**src/rtl/lf_pkg.sv**
```systemverilog
// Shared definitions for the ADPLL loop-filter gear sequencer: gear encoding,
// vote widths and the gear-to-decimation lookup.
package lf_pkg;

    localparam logic [1:0] GEAR_ACQ = 2'd0;
    localparam logic [1:0] GEAR_TRK = 2'd1;
    localparam logic [1:0] GEAR_LCK = 2'd2;

    // Decimation group counter must reach D-1 = 3; group net spans -4..+4.
    localparam int DEC_CNT_W = 2;
    localparam int DEC_NET_W = 4;

    // Returns D-1 for the gear (D = 1, 2, 4); the unused code 3 decimates like ACQUIRE.
    function automatic logic [DEC_CNT_W-1:0] gear_dec_last(input logic [1:0] g);
        logic [DEC_CNT_W-1:0] last;
        case (g)
            GEAR_TRK: last = 2'd1;
            GEAR_LCK: last = 2'd3;
            default:  last = 2'd0;
        endcase
        return last;
    endfunction

endpackage

```
**src/rtl/lf_vote_acc.sv**
```systemverilog
// Signed early/late vote accumulator with sample count and terminal-count detect.
// done_o/sum_o are combinational on the current sample; state self-clears after the last one.
module lf_vote_acc #(
    parameter int CNT_W = 2,
    parameter int NET_W = 4
) (
    input  logic                    clk,
    input  logic                    reset,
    input  logic                    vld_i,
    input  logic                    early_i,
    input  logic                    clr_i,
    input  logic [CNT_W-1:0]        last_i,
    output logic                    done_o,
    output logic signed [NET_W-1:0] sum_o
);

    logic [CNT_W-1:0]        cnt_q, cnt_d;
    logic signed [NET_W-1:0] net_q, net_d;
    logic signed [NET_W-1:0] vote;

    assign vote   = early_i ? {{(NET_W-1){1'b0}}, 1'b1} : {NET_W{1'b1}};
    assign done_o = vld_i && (cnt_q == last_i);
    assign sum_o  = net_q + vote;

    always_comb begin
        cnt_d = cnt_q;
        net_d = net_q;
        if (clr_i || done_o) begin
            cnt_d = '0;
            net_d = '0;
        end else if (vld_i) begin
            cnt_d = cnt_q + 1'b1;
            net_d = sum_o;
        end
    end

    always_ff @(posedge clk) begin
        if (reset) begin
            cnt_q <= '0;
            net_q <= '0;
        end else begin
            cnt_q <= cnt_d;
            net_q <= net_d;
        end
    end

endmodule

```
**src/rtl/lf_gear_ctrl.sv**
```systemverilog
// Gear-shifting sequencer: decimates PD votes into integrator steps, adapts gear
// to lock quality and turns integrator carries into DCO pulses. All outputs registered.
module lf_gear_ctrl
    import lf_pkg::*;
#(
    parameter int WIN_LOG2   = 4,
    parameter int LOCK_THR   = 4,
    parameter int UNLOCK_THR = 10
) (
    input  logic       clk,
    input  logic       reset,
    input  logic       pd_valid,
    input  logic       pd_early,
    input  logic       overflow,
    input  logic       underflow,
    output logic       int_step,
    output logic       int_early,
    output logic       int_clear,
    output logic       dco_inc,
    output logic       dco_dec,
    output logic [1:0] gear,
    output logic       locked
);

    localparam int WIN_NET_W = WIN_LOG2 + 2;
    localparam logic [WIN_NET_W-1:0] LOCK_T   = WIN_NET_W'(LOCK_THR);
    localparam logic [WIN_NET_W-1:0] UNLOCK_T = WIN_NET_W'(UNLOCK_THR);

    logic [1:0] gear_q, gear_d, gear_cur;
    logic       step_q, step_d;
    logic       early_q, early_d;
    logic       clear_q;
    logic       inc_q, inc_d;
    logic       dec_q, dec_d;
    logic       locked_q;

    logic                        dec_done;
    logic signed [DEC_NET_W-1:0] dec_sum;
    logic                        win_done;
    logic signed [WIN_NET_W-1:0] win_sum;
    logic [WIN_NET_W-1:0]        win_mag;
    logic                        promote, unlock, gear_chg;

    assign gear_cur = (gear_q == GEAR_TRK || gear_q == GEAR_LCK) ? gear_q : GEAR_ACQ;

    // A gear change restarts the decimation group so the new D applies from the next sample.
    lf_vote_acc #(.CNT_W(DEC_CNT_W), .NET_W(DEC_NET_W)) u_dec_acc (
        .clk     (clk),
        .reset   (reset),
        .vld_i   (pd_valid),
        .early_i (pd_early),
        .clr_i   (gear_chg),
        .last_i  (gear_dec_last(gear_cur)),
        .done_o  (dec_done),
        .sum_o   (dec_sum)
    );

    lf_vote_acc #(.CNT_W(WIN_LOG2), .NET_W(WIN_NET_W)) u_win_acc (
        .clk     (clk),
        .reset   (reset),
        .vld_i   (pd_valid),
        .early_i (pd_early),
        .clr_i   (1'b0),
        .last_i  ({WIN_LOG2{1'b1}}),
        .done_o  (win_done),
        .sum_o   (win_sum)
    );

    assign win_mag = win_sum[WIN_NET_W-1] ? WIN_NET_W'(-win_sum) : WIN_NET_W'(win_sum);
    assign promote = win_done && (win_mag <= LOCK_T);
    assign unlock  = win_done && (win_mag >= UNLOCK_T);

    always_comb begin
        gear_d = gear_cur;
        if (unlock)
            gear_d = GEAR_ACQ;
        else if (promote && gear_cur != GEAR_LCK)
            gear_d = gear_cur + 2'd1;
    end

    assign gear_chg = pd_valid && (gear_d != gear_cur);

    // Step uses the pre-change gear; an unlock clears the integrator instead of stepping it.
    assign step_d  = dec_done && (dec_sum != '0) && !unlock;
    assign early_d = step_d && !dec_sum[DEC_NET_W-1];
    assign inc_d   = overflow && !underflow && !unlock;
    assign dec_d   = underflow && !overflow && !unlock;

    always_ff @(posedge clk) begin
        if (reset) begin
            gear_q   <= GEAR_ACQ;
            step_q   <= 1'b0;
            early_q  <= 1'b0;
            clear_q  <= 1'b0;
            inc_q    <= 1'b0;
            dec_q    <= 1'b0;
            locked_q <= 1'b0;
        end else begin
            gear_q   <= gear_d;
            step_q   <= step_d;
            early_q  <= early_d;
            clear_q  <= unlock;
            inc_q    <= inc_d;
            dec_q    <= dec_d;
            locked_q <= (gear_d == GEAR_LCK);
        end
    end

    assign int_step  = step_q;
    assign int_early = early_q;
    assign int_clear = clear_q;
    assign dco_inc   = inc_q;
    assign dco_dec   = dec_q;
    assign gear      = gear_q;
    assign locked    = locked_q;

endmodule

```
**config.mk**
```make
export PLATFORM = sky130hd
export DESIGN_NAME = lf_gear_ctrl
export DESIGN_NICKNAME = d
export VERILOG_FILES = /design/src/rtl/lf_pkg.sv /design/src/rtl/lf_vote_acc.sv /design/src/rtl/lf_gear_ctrl.sv
export SDC_FILE = /design/constraint.sdc
export NUM_CORES = 1
export LEC_CHECK = 0
export CAP_MARGIN = 20
export CORE_ASPECT_RATIO = 0.6
export CORE_MARGIN = 8
export CORE_UTILIZATION = 45
export CTS_CLUSTER_SIZE = 25
export DETAILED_ROUTE_END_ITERATION = 8
export GPL_ROUTABILITY_DRIVEN = 0
export GPL_TIMING_DRIVEN = 0
export MAX_ROUTING_LAYER = met4
export PLACE_DENSITY = 0.62
export SLEW_MARGIN = 0
export SYNTH_ARGS = -nofsm -noshare
export SYNTH_HDL_FRONTEND = slang
export SYNTH_SLANG_ARGS = --single-unit
export TNS_END_PERCENT = 50
```
**constraint.sdc**
```tcl
create_clock -name clk -period 6.5 [get_ports clk]
set_clock_uncertainty 0.15 [all_clocks]
set_input_delay 0.975 -clock clk [delete_from_list [all_inputs] [get_ports clk]]
set_output_delay 0.975 -clock clk [all_outputs]
set_load 0.01 [all_outputs]
```
Word level (Yosys, flattened, before mapping). Cells that the tools add are included.

Output and inout bits: 8. Flip-flop bits (word level): 24. Bits of input ports: 6.

Order comparisons: 2. Eq/ne operators: 9. Add/sub/neg operators: 6. Muxes and demuxes: 7. Reduce and logical (&&, ||, !) cells: 22.

Operators by type and width (count): $logic_and 1x1->1 (13); $mux 6 (2); $add 6x6->6 (1); $eq 2x2->1 const B (3); $ge 6x4->1 const B (1); $le 6x3->1 const B (1); $mux 2 (3); $neg 6->6 (1); $add 2x1->2 const B (2); $add 4x1->4 const B (1); $add 4x4->4 (1); $eq 2x1->1 const B (2); $eq 4x4->1 const B (1); $logic_not 1->1 (4); $mux 4 (1); $pmux 2 s2 (1); $reduce_bool 4->1 (1); $reduce_or 2->1 (2); $eq 2x2->1 (1); $logic_or 1x1->1 (2); $ne 2x2->1 (1); $ne 2x2->1 const B (1).

Depth between registers and ports, before layout. Gate-level depths: netlist (run 1).

Word-level depth: 13. Mapped depth: 9.

Hierarchy. From an unflattened synthesis (run 1), not the netlist that was laid out.

Cell total of the unflattened synthesis: 165. Area, all modules: 1506.4 µm².

By module, submodules not included: lf_vote_acc at u_win_acc (area each 595.6 µm², cells each 64, seq. area each 200.2 µm², instances 1); lf_gear_ctrl (area each 528.0 µm², cells each 61, seq. area each 160.2 µm², instances 1); lf_vote_acc at u_dec_acc (area each 382.9 µm², cells each 40, seq. area each 120.1 µm², instances 1).

Least setup slack after synthesis (run 1). Ideal clock, no wire load.

Path type: input -> register. Start: input port pd_early. End: register u_dec_acc.cnt_q[0]. Stages on the path: 9. Slack: 2.938 ns. Setup time: 0.132 ns. Required time: 6.218 ns. Path buffers: 0. Arrival time: 3.280 ns. Cells stage by stage: inv_1 fa_1 xnor2_1 o211ai_1 o211ai_1 o211ai_1 o32a_2 o22ai_1 o21ai_0.

Word-level cells in the longest chain between the ends: 13.

Ends and longest elaborated chain: start: declaration (line lf_gear_ctrl.sv:13) `input logic pd_early,`; $mux 6 (*) (line lf_vote_acc.sv:21) `assign vote = early_i ? {{(NET_W-1){1'b0}}, 1'b1} : {NET_W{1'b1}};`; $add 6x6->6 (*) (line lf_vote_acc.sv:23) `assign sum_o = net_q + vote;`; $neg 6->6 (line lf_gear_ctrl.sv:69) `assign win_mag = win_sum[WIN_NET_W-1] ? WIN_NET_W'(-win_sum) : WIN_NET_W'(win_sum);`; $mux 6 (*) (line lf_gear_ctrl.sv:69); $le 6x3->1 (line lf_gear_ctrl.sv:70) `assign promote = win_done && (win_mag <= LOCK_T);`; $logic_and 1x1->1 (line lf_gear_ctrl.sv:70); $logic_and 1x1->1 (line lf_gear_ctrl.sv:77) `else if (promote && gear_cur != GEAR_LCK)`; $mux 2 (line lf_gear_ctrl.sv:77); $mux 2 (*) (line lf_gear_ctrl.sv:75) `if (unlock)`; $ne 2x2->1 (*) (line lf_gear_ctrl.sv:81) `assign gear_chg = pd_valid && (gear_d != gear_cur);`; $logic_and 1x1->1 (*) (line lf_gear_ctrl.sv:81); $logic_or 1x1->1 (*) (line lf_vote_acc.sv:28) `if (clr_i || done_o) begin`; $reduce_or 2->1 (no line) (*); end signal: assignment (line lf_vote_acc.sv:42) `cnt_q <= cnt_d;`; end: declaration (line lf_vote_acc.sv:17) `logic [CNT_W-1:0] cnt_q, cnt_d;`.

Every way passes the cells marked *; elsewhere a longest branch is shown, timed or not. A chain may end at the register's enable or synchronous reset.

Worst setup path in the final report (run 1). Ends and elaborated chain as after synthesis.

==> reports/results.md, run 1 <==
| Quantity | This run | Unit |
|---|---|---|
| Run status | finished clean | - |
| Worst hold slack | 0.316 | ns |
| Area enclosed by the die boundary | 0.00553 | mm2 |
| Initial DRC Count | 51 | - |
| Clock buffers created by TritonCTS | 3 | - |
| Share of synthesized area occupied by flip-flops and latches | 0.318 | - |
| Detail Placement HPWL | 2610 | um |
| Via-to-Cell Ratio | 5.45 | - |
| Clock sink count | 24 | - |
| Final Hold Vio Count | 0 | - |
| Worst-Skew Late Latency | 0.26 | ns |
| Max Fclk | 0.221 | GHz |
| Adder and majority gate portion of the synthesized area | 0.126 | - |
| Detail-routed net length per standard cell | 14.0 | um |
| Setup Viol. Count Final | 0 | - |
| Number of distinct library cells after synthesis | 44 | - |
| Final Util | 0.541 | - |
| P_leak | 0.655 | nW |
| Effective utilization at floorplan | 0.466 | - |
| Crit Path Category | in2reg | - |
| Mux share of post-synthesis cell area | 0.0339 | - |
| Slew at the pin closest to its max-slew limit | 0.846 | ns |
| Post-synth EDFFs | 0 | - |
| Async set-or-reset flop fraction in the synthesized netlist | 0 | - |
| Post-CTS Repair Setup Buffers | 0 | - |
| Layout overhead on the synthesized area | 16.0 | % |
| Die X-Extent | 90.8 | um |
| Aggregate negative setup slack | 0 | ns |
| Syn_area_per_cell | 8.79 | um2 |
| Max_cap viols | 0 | - |
| Cell area after layout | 0.00175 | mm2 |
| Top_reg_cell synth | dfxtp_1 | - |
| Aggregate global-route resource usage | 0.127 | - |
| Highest-delay cell along the critical path | xnor2_1 | - |
| Number of search-and-repair iterations in the first detailed-routing pass | 4 | - |
| Max rail drop VDD | 0.0935 | mV |
| Number of warnings reported in the yosys synthesis log | 0 | - |
| Post-Syn Instances | 172 | - |
| Total Nets Final | 210 | - |
| Fraction of layout instances using a drive strength above 1 | 0.0688 | - |
| Critical path required time | 6.49 | ns |
| Number of standard-cell rows in the floorplan | 16 | - |
| Post-Synthesis Cell Area | 0.00151 | mm2 |
| Vertical die dimension | 60.9 | um |
| IO Count | 14 | - |
| Class of the tightest hold or removal check | reg2reg | - |
| Minimum clock period after layout | 4.53 | ns |
| Total placed instance area | 0.00170 | mm2 |
| Largest driver fanout on the critical path | 10 | - |
| Maximum level of the CTS H-tree | 1 | - |
| Number of nets with antenna violations after routing | 0 | - |
| Pin count of the biggest net entering global routing | 14 | - |
| Crit path capture type | flop | - |
| Post-synthesis net count | 192 | - |
| Area contributors post-synth | dfxtp_1 32%, ha_1 9.9%, xnor2_1 6.4%, nor2_1 5.0%, nand2_1 3.5% | - |
| Post-synth top area cell | dfxtp_1 | - |
| Core region area | 0.00324 | mm2 |
| XOR/XNOR share of the synthesized area | 0.0869 | - |
| Setup repair after global routing missed its margin | no | - |
| Share of the synthesized area in the top cell type | 0.318 | - |
| Fraction of the mapped netlist area in simple logic gates | 0.223 | - |
| Number of buffers inserted by hold repair at cts | 0 | - |
| Bufs and invs on worst path | 2 | - |
| Post-route DRC | 0 | - |
| Clock-pin slew on the worst setup and hold paths | 0.08 | ns |
| Delay of the slowest cell on the worst path | 0.71 | ns |
| Power per cell area | 241 | mW/mm2 |
| Register-to-Register Setup Slack | 3.08 | ns |
| Diode insertion count for antenna repair | 0 | - |
| Antenna violations before repair | 0 | - |
| Post-cts sizing count | 0 | - |
| Largest delay contributor family on the critical path | compound AO/OA/AOI/OAI gates | - |
| Type of origin of the critical path | primary input | - |
| Total grt overflow | 0 | - |
| Total detailed-routing wirelength | 3270 | um |
| Worst relative slew slack | 0.432 | - |
| Via count of the first global-routing pass | 1,179 | - |
| Data arrival time at the worst-slack endpoint | 4.52 | ns |
| Buffer levels on the longest clock path | 2 | - |
| Critical-path cell list | clkdlybuf4s50_1, inv_1, fa_1, xnor2_1, a211oi_1, nand4b_1, o211ai_1, o32a_2, o22ai_1, o21ai_0 | - |
| Main combinational cell family by area after synthesis | simple AND/OR/NAND/NOR gates | - |
| Yosys reg bits | 24 | - |
| Via count | 1,276 | - |
| TritonCTS clock tree | built | - |
| Global-route wire length before repair | 5580 | um |
| Root buffer cell | clkbuf_8 | - |
| Port Buffer Count | 13 | - |
| Final worst path period share | 0.697 | - |
| Post-synthesis compound-gate area fraction | 0.190 | - |
| Number of pins with negative max-slew slack in the final report | 0 | - |
==> logic make-up (layout without fill, tap and decap cells) <==
family,after synthesis,count (layout)
simple gates,65,65
compound gates,40,40
flops,24,24
xor+xnor,15,15
fa+ha+maj,14,14
buf+inv,9,26
mux,5,5
==> routing by layer <==
layer | up-vias | share of wire | wire (um) | track usage
met5 | - | 0 | 0 | -
met4 | 0 | 0.010 | 33 | 0.0393
met3 | 6 | 0.070 | 229 | 0.0346
met2 | 44 | 0.42 | 1370 | 0.191
met1 | 573 | 0.50 | 1640 | 0.164
li1 | 653 | - | - | -
==> registers in the layout (all words and copies together), names as in the netlist, 2 cells and up <==
signal / count
gear: 2
u_dec_acc.cnt_q: 2
u_dec_acc.net_q: 4
u_win_acc.cnt_q: 4
u_win_acc.net_q: 6
==> area by class of cell <==
cell class | count | area (um2)
Clock buffer | 4 | 55.1
Inverter | 6 | 22.5
Buffer | 3 | 11.3
Fill cell | 319 | 1490
Sequential cell | 24 | 480
Tap cell | 45 | 56.3
Timing Repair Buffer | 13 | 130
Multi-Input combinational cell | 139 | 997
==> cell usage in the layout, fill, tap and decap left out, types with 3 or more instances in the layout <==
| master | Yosys | routed |
|---|---|---|
| ha_1 | 12 | 12 |
| nand4_1 | 3 | 3 |
| inv_1 | 6 | 6 |
| o21ai_0 | 10 | 10 |
| xnor2_1 | 11 | 11 |
| mux2i_1 | 4 | 4 |
| clkbuf_1 | 3 | 3 |
| nand2_1 | 14 | 14 |
| nor2_1 | 20 | 20 |
| clkbuf_8 | 0 | 4 |
| xor2_1 | 4 | 4 |
| o211ai_1 | 4 | 4 |
| clkdlybuf4s50_1 | 0 | 13 |
| a21oi_1 | 8 | 8 |
| dfxtp_1 | 24 | 24 |
| nand3_1 | 6 | 6 |
| nor3_1 | 3 | 3 |
| or3_1 | 3 | 3 |
==> worst reg2reg max path: cells and delay by family (launching register included) <==
kind	cells	cell delay, ns
AND/OR/NAND/NOR	1	0.15
AO/OA/AOI/OAI	5	1.38
flip-flops	1	0.43
XOR/XNOR	1	0.71
adder cells (fa/ha/maj)	1	0.48
==> cells in the mapped netlist, types with 3 or more instances <==
| cell type | count |
|---|---|
| dfxtp_1 | 24 |
| xor2_1 | 4 |
| nand2_1 | 14 |
| o211ai_1 | 4 |
| inv_1 | 6 |
| or3_1 | 3 |
| clkbuf_1 | 3 |
| ha_1 | 12 |
| nand4_1 | 3 |
| mux2i_1 | 4 |
| nor2_1 | 20 |
| nor3_1 | 3 |
| o21ai_0 | 10 |
| xnor2_1 | 11 |
| a21oi_1 | 8 |
| nand3_1 | 6 |
==> path summary, 6_finish.rpt <==
check                                          end  cells after the start               start
worst max register to register  u_dec_acc.cnt_q[0]                      8  u_win_acc.net_q[0]
worst min-delay path            u_dec_acc.net_q[2]                      2  u_dec_acc.net_q[2]
worst min register to register  u_dec_acc.net_q[2]                      2  u_dec_acc.net_q[2]
worst max-delay path            u_dec_acc.cnt_q[0]                     10            pd_early
==> power breakdown <==
group	switching, mW	total (mW)	internal [mW]
clock network	0.0458	0.0999	0.0541
logic	0.0891	0.156	0.0664
registers	0.00953	0.168	0.158
==> per-stage QoR <==
stage	cells	setup WS, ns	total power [mW]
floorplan	172	2.94	0.288
global placement	230	1.86	0.320
detailed placement	230	1.74	0.323
CTS	234	2.00	0.425
global route	234	1.72	0.452
finish	234	1.97	0.423
No activity file was read; power rests on OpenSTA's default activity.
==> run 2, diff against run 1 <==
--- a/config.mk
+++ b/config.mk
@@ -14,7 +14,7 @@
 export GPL_ROUTABILITY_DRIVEN = 0
 export GPL_TIMING_DRIVEN = 0
 export MAX_ROUTING_LAYER = met4
-export PLACE_DENSITY = 0.62
+export PLACE_DENSITY = 0.65
 export SLEW_MARGIN = 0
 export SYNTH_ARGS = -nofsm -noshare
 export SYNTH_HDL_FRONTEND = slang
==> constraint.sdc (replaced) <==
create_clock -name clk -period 4.1 [get_ports clk]
set_clock_uncertainty 0.15 [all_clocks]
set_input_delay 0.615 -clock clk [delete_from_list [all_inputs] [get_ports clk]]
set_output_delay 0.615 -clock clk [all_outputs]
set_load 0.01 [all_outputs]
==> reports/results.md, run 2 (same netlist as run 1, synthesis figures left out) <==
| Quantity | This run | Unit |
|---|---|---|
| Number of cells after detailed placement | 230 | - |
| Largest registers in the final layout | u_win_acc.net_q: 6 flops, u_dec_acc.net_q: 4 flops, u_win_acc.cnt_q: 4 flops | - |
| Via-to-Cell Ratio | 5.57 | - |
| Number of standard-cell rows in the floorplan | 16 | - |
| Power spent charging and discharging nets | 0.235 | mW |
| Clock-pin slew on the worst setup and hold paths | 0.09 | ns |
| Setup Viol. Count Final | 0 | - |
| Register-to-Register Setup Slack | 1.08 | ns |
| Worst relative slew slack | 0.597 | - |
| Aggregate negative setup slack | 0 | ns |
| Number of search-and-repair iterations in the first detailed-routing pass | 4 | - |
| Via count | 1,308 | - |
| Buffer levels on the longest clock path | 2 | - |
| Met1 Resource Use GR | 0.162 | - |
| Number of pins with negative max-slew slack in the final report | 0 | - |
| Final Hold Vio Count | 0 | - |
| Diode insertion count for antenna repair | 0 | - |
| Power per cell area | 384 | mW/mm2 |
| Net switching fraction of the power | 0.343 | - |
| Vertical die dimension | 60.9 | um |
| Clock sink count | 24 | - |
| GRT met2 Usage | 0.213 | - |
| Power share of the combinational group | 0.378 | - |
| Area used by multi-input combinational logic | 0.00102 | mm2 |
| TritonCTS clock tree | built | - |
| Share of power burned in the clock network | 0.235 | - |
| Initial DRC Count | 62 | - |
| Largest register by flop count | u_win_acc.net_q | - |
| Detail Placement HPWL | 2610 | um |
| Final worst path period share | 0.935 | - |
| Crit path capture type | flop | - |
| Crit Path Category | in2reg | - |
| Critical path required time | 4.16 | ns |
| Class of the tightest hold or removal check | reg2reg | - |
| Highest-count cells in the layout ignoring fill and taps | 24 x dfxtp_1, 20 x nor2_1, 14 x nand2_1, 13 x clkdlybuf4s50_1, 12 x ha_1 | - |
| IO Count | 14 | - |
| Worst-Skew Late Latency | 0.27 | ns |
| Port Buffer Count | 13 | - |
| Seq. cell area | 480 | um2 |
| Cell area after layout | 0.00179 | mm2 |
| Share of power burned in registers | 0.387 | - |
| Antenna violations before repair | 0 | - |
| Clock buffers created by TritonCTS | 3 | - |
| Setup slack at placement | -0.291 | ns |
| Max FFs per register | 6 | - |
| Global-route wire length before repair | 5760 | um |
| Total detailed-routing wirelength | 3340 | um |
| Type of origin of the critical path | primary input | - |
| Area enclosed by the die boundary | 0.00553 | mm2 |
| Max_cap viols | 0 | - |
| Leading cell type in the layout, fill and taps excluded | dfxtp_1 | - |
| Total Nets Final | 211 | - |
| Root buffer cell | clkbuf_8 | - |
| Core region area | 0.00324 | mm2 |
| Maximum level of the CTS H-tree | 1 | - |
| Number of nets with antenna violations after routing | 0 | - |
| Max rail drop VDD | 0.172 | mV |
| Pin count of the biggest net entering global routing | 14 | - |
| Highest-utilization routing layer at the global route stage | met2 | - |
| Internal power | 0.451 | mW |
| Power after layout | 0.686 | mW |
| Max Fclk | 0.261 | GHz |
| Effective utilization at floorplan | 0.466 | - |
| Number of buffers inserted by hold repair at cts | 0 | - |
| Setup ws final | 0.265 | ns |
| Post-layout instance count excluding filler cells | 235 | - |
| Fraction of layout instances using a drive strength above 1 | 0.0842 | - |
| Slew at the pin closest to its max-slew limit | 0.605 | ns |
| Total grt overflow | 0 | - |
| Aggregate global-route resource usage | 0.131 | - |
| Minimum clock period after layout | 3.84 | ns |
| Met3 track demand over resource | 0.0370 | - |
| Run status | finished clean | - |
| Data arrival time at the worst-slack endpoint | 3.89 | ns |
| Post-route DRC | 0 | - |
| Via count of the first global-routing pass | 1,248 | - |
| Fill cell instance count of the final layout | 302 | - |
| Detail-routed net length per standard cell | 14.2 | um |
| Die X-Extent | 90.8 | um |
| Setup repair after global routing missed its margin | no | - |
| Total placed instance area | 0.00170 | mm2 |
| Layout overhead on the synthesized area | 18.1 | % |
| Largest driver fanout on the critical path | 8 | - |
| P_leak | 0.668 | nW |
[run 2: layout make-up]
| type | instances | area share |
|---|---|---|
| tap | 45 | 0.0315 |
| buffer | 3 | 0.00631 |
| inverter | 6 | 0.0126 |
| sequential | 24 | 0.269 |
| timing repair buffer | 14 | 0.0771 |
| clock buffer | 4 | 0.0308 |
| multi-input combinational | 139 | 0.573 |
[run 2: per-layer routing]
metal	vias up	wire [um]
met3	4	212
li1	657	-
met4	0	18
met5	-	0
met2	28	1490
met1	619	1620
[run 2: critical path, cell delays in order]
cell,delay [ns]
clkdlybuf4s50_1,0.55
inv_1,0.23
ha_1,0.50
o21ai_0,0.20
or4b_4,0.60
nand3_1,0.18
and3_1,0.21
o22ai_1,0.15
or4_1,0.52
a21oi_1,0.13
[run 2: power by group through the flow]
stage | Clock (mW) | Sequential, mW | Combinational (mW)
3_5_place_dp | 0 | 0.271 | 0.240
4_1_cts | 0.166 | 0.265 | 0.244
3_3_place_gp | 0 | 0.269 | 0.235
2_1_floorplan | 0 | 0.268 | 0.187
5_1_grt | 0.177 | 0.268 | 0.287
6_report | 0.161 | 0.265 | 0.259
[run 2: metrics by stage]
stage	utilization	hold slack, ns
finish	0.551	0.319
global route	0.551	0.369
CTS	0.543	0.321
detailed placement	0.524	0.300
floorplan	-	0.279
global placement	0.524	0.300
[run 2: final timing paths]
kind                            from            endpoint  depth (start not counted)
setup / recovery            pd_early              locked                         10
hold reg to reg   u_dec_acc.net_q[2]  u_dec_acc.net_q[2]                          2
setup reg to reg  u_win_acc.net_q[0]  u_dec_acc.cnt_q[0]                          8
hold / removal    u_dec_acc.net_q[2]  u_dec_acc.net_q[2]                          2
[run 2: timing repair]
item                                    4_1_cts  5_1_grt
gates resized for setup                       1        2
pin swaps                                     0        1
buffers inserted                              0        1
endpoints found under the hold margin         0        0
cloned                                        0        0
endpoints found under the setup margin        2        6
==> run 3, diff against run 2 <==
--- a/config.mk
+++ b/config.mk
@@ -19,4 +19,3 @@
 export SYNTH_ARGS = -nofsm -noshare
 export SYNTH_HDL_FRONTEND = slang
 export SYNTH_SLANG_ARGS = --single-unit
-export TNS_END_PERCENT = 50
==> results of run 3 <==
Final layout, timing and power as in run 2 (identical DEF).
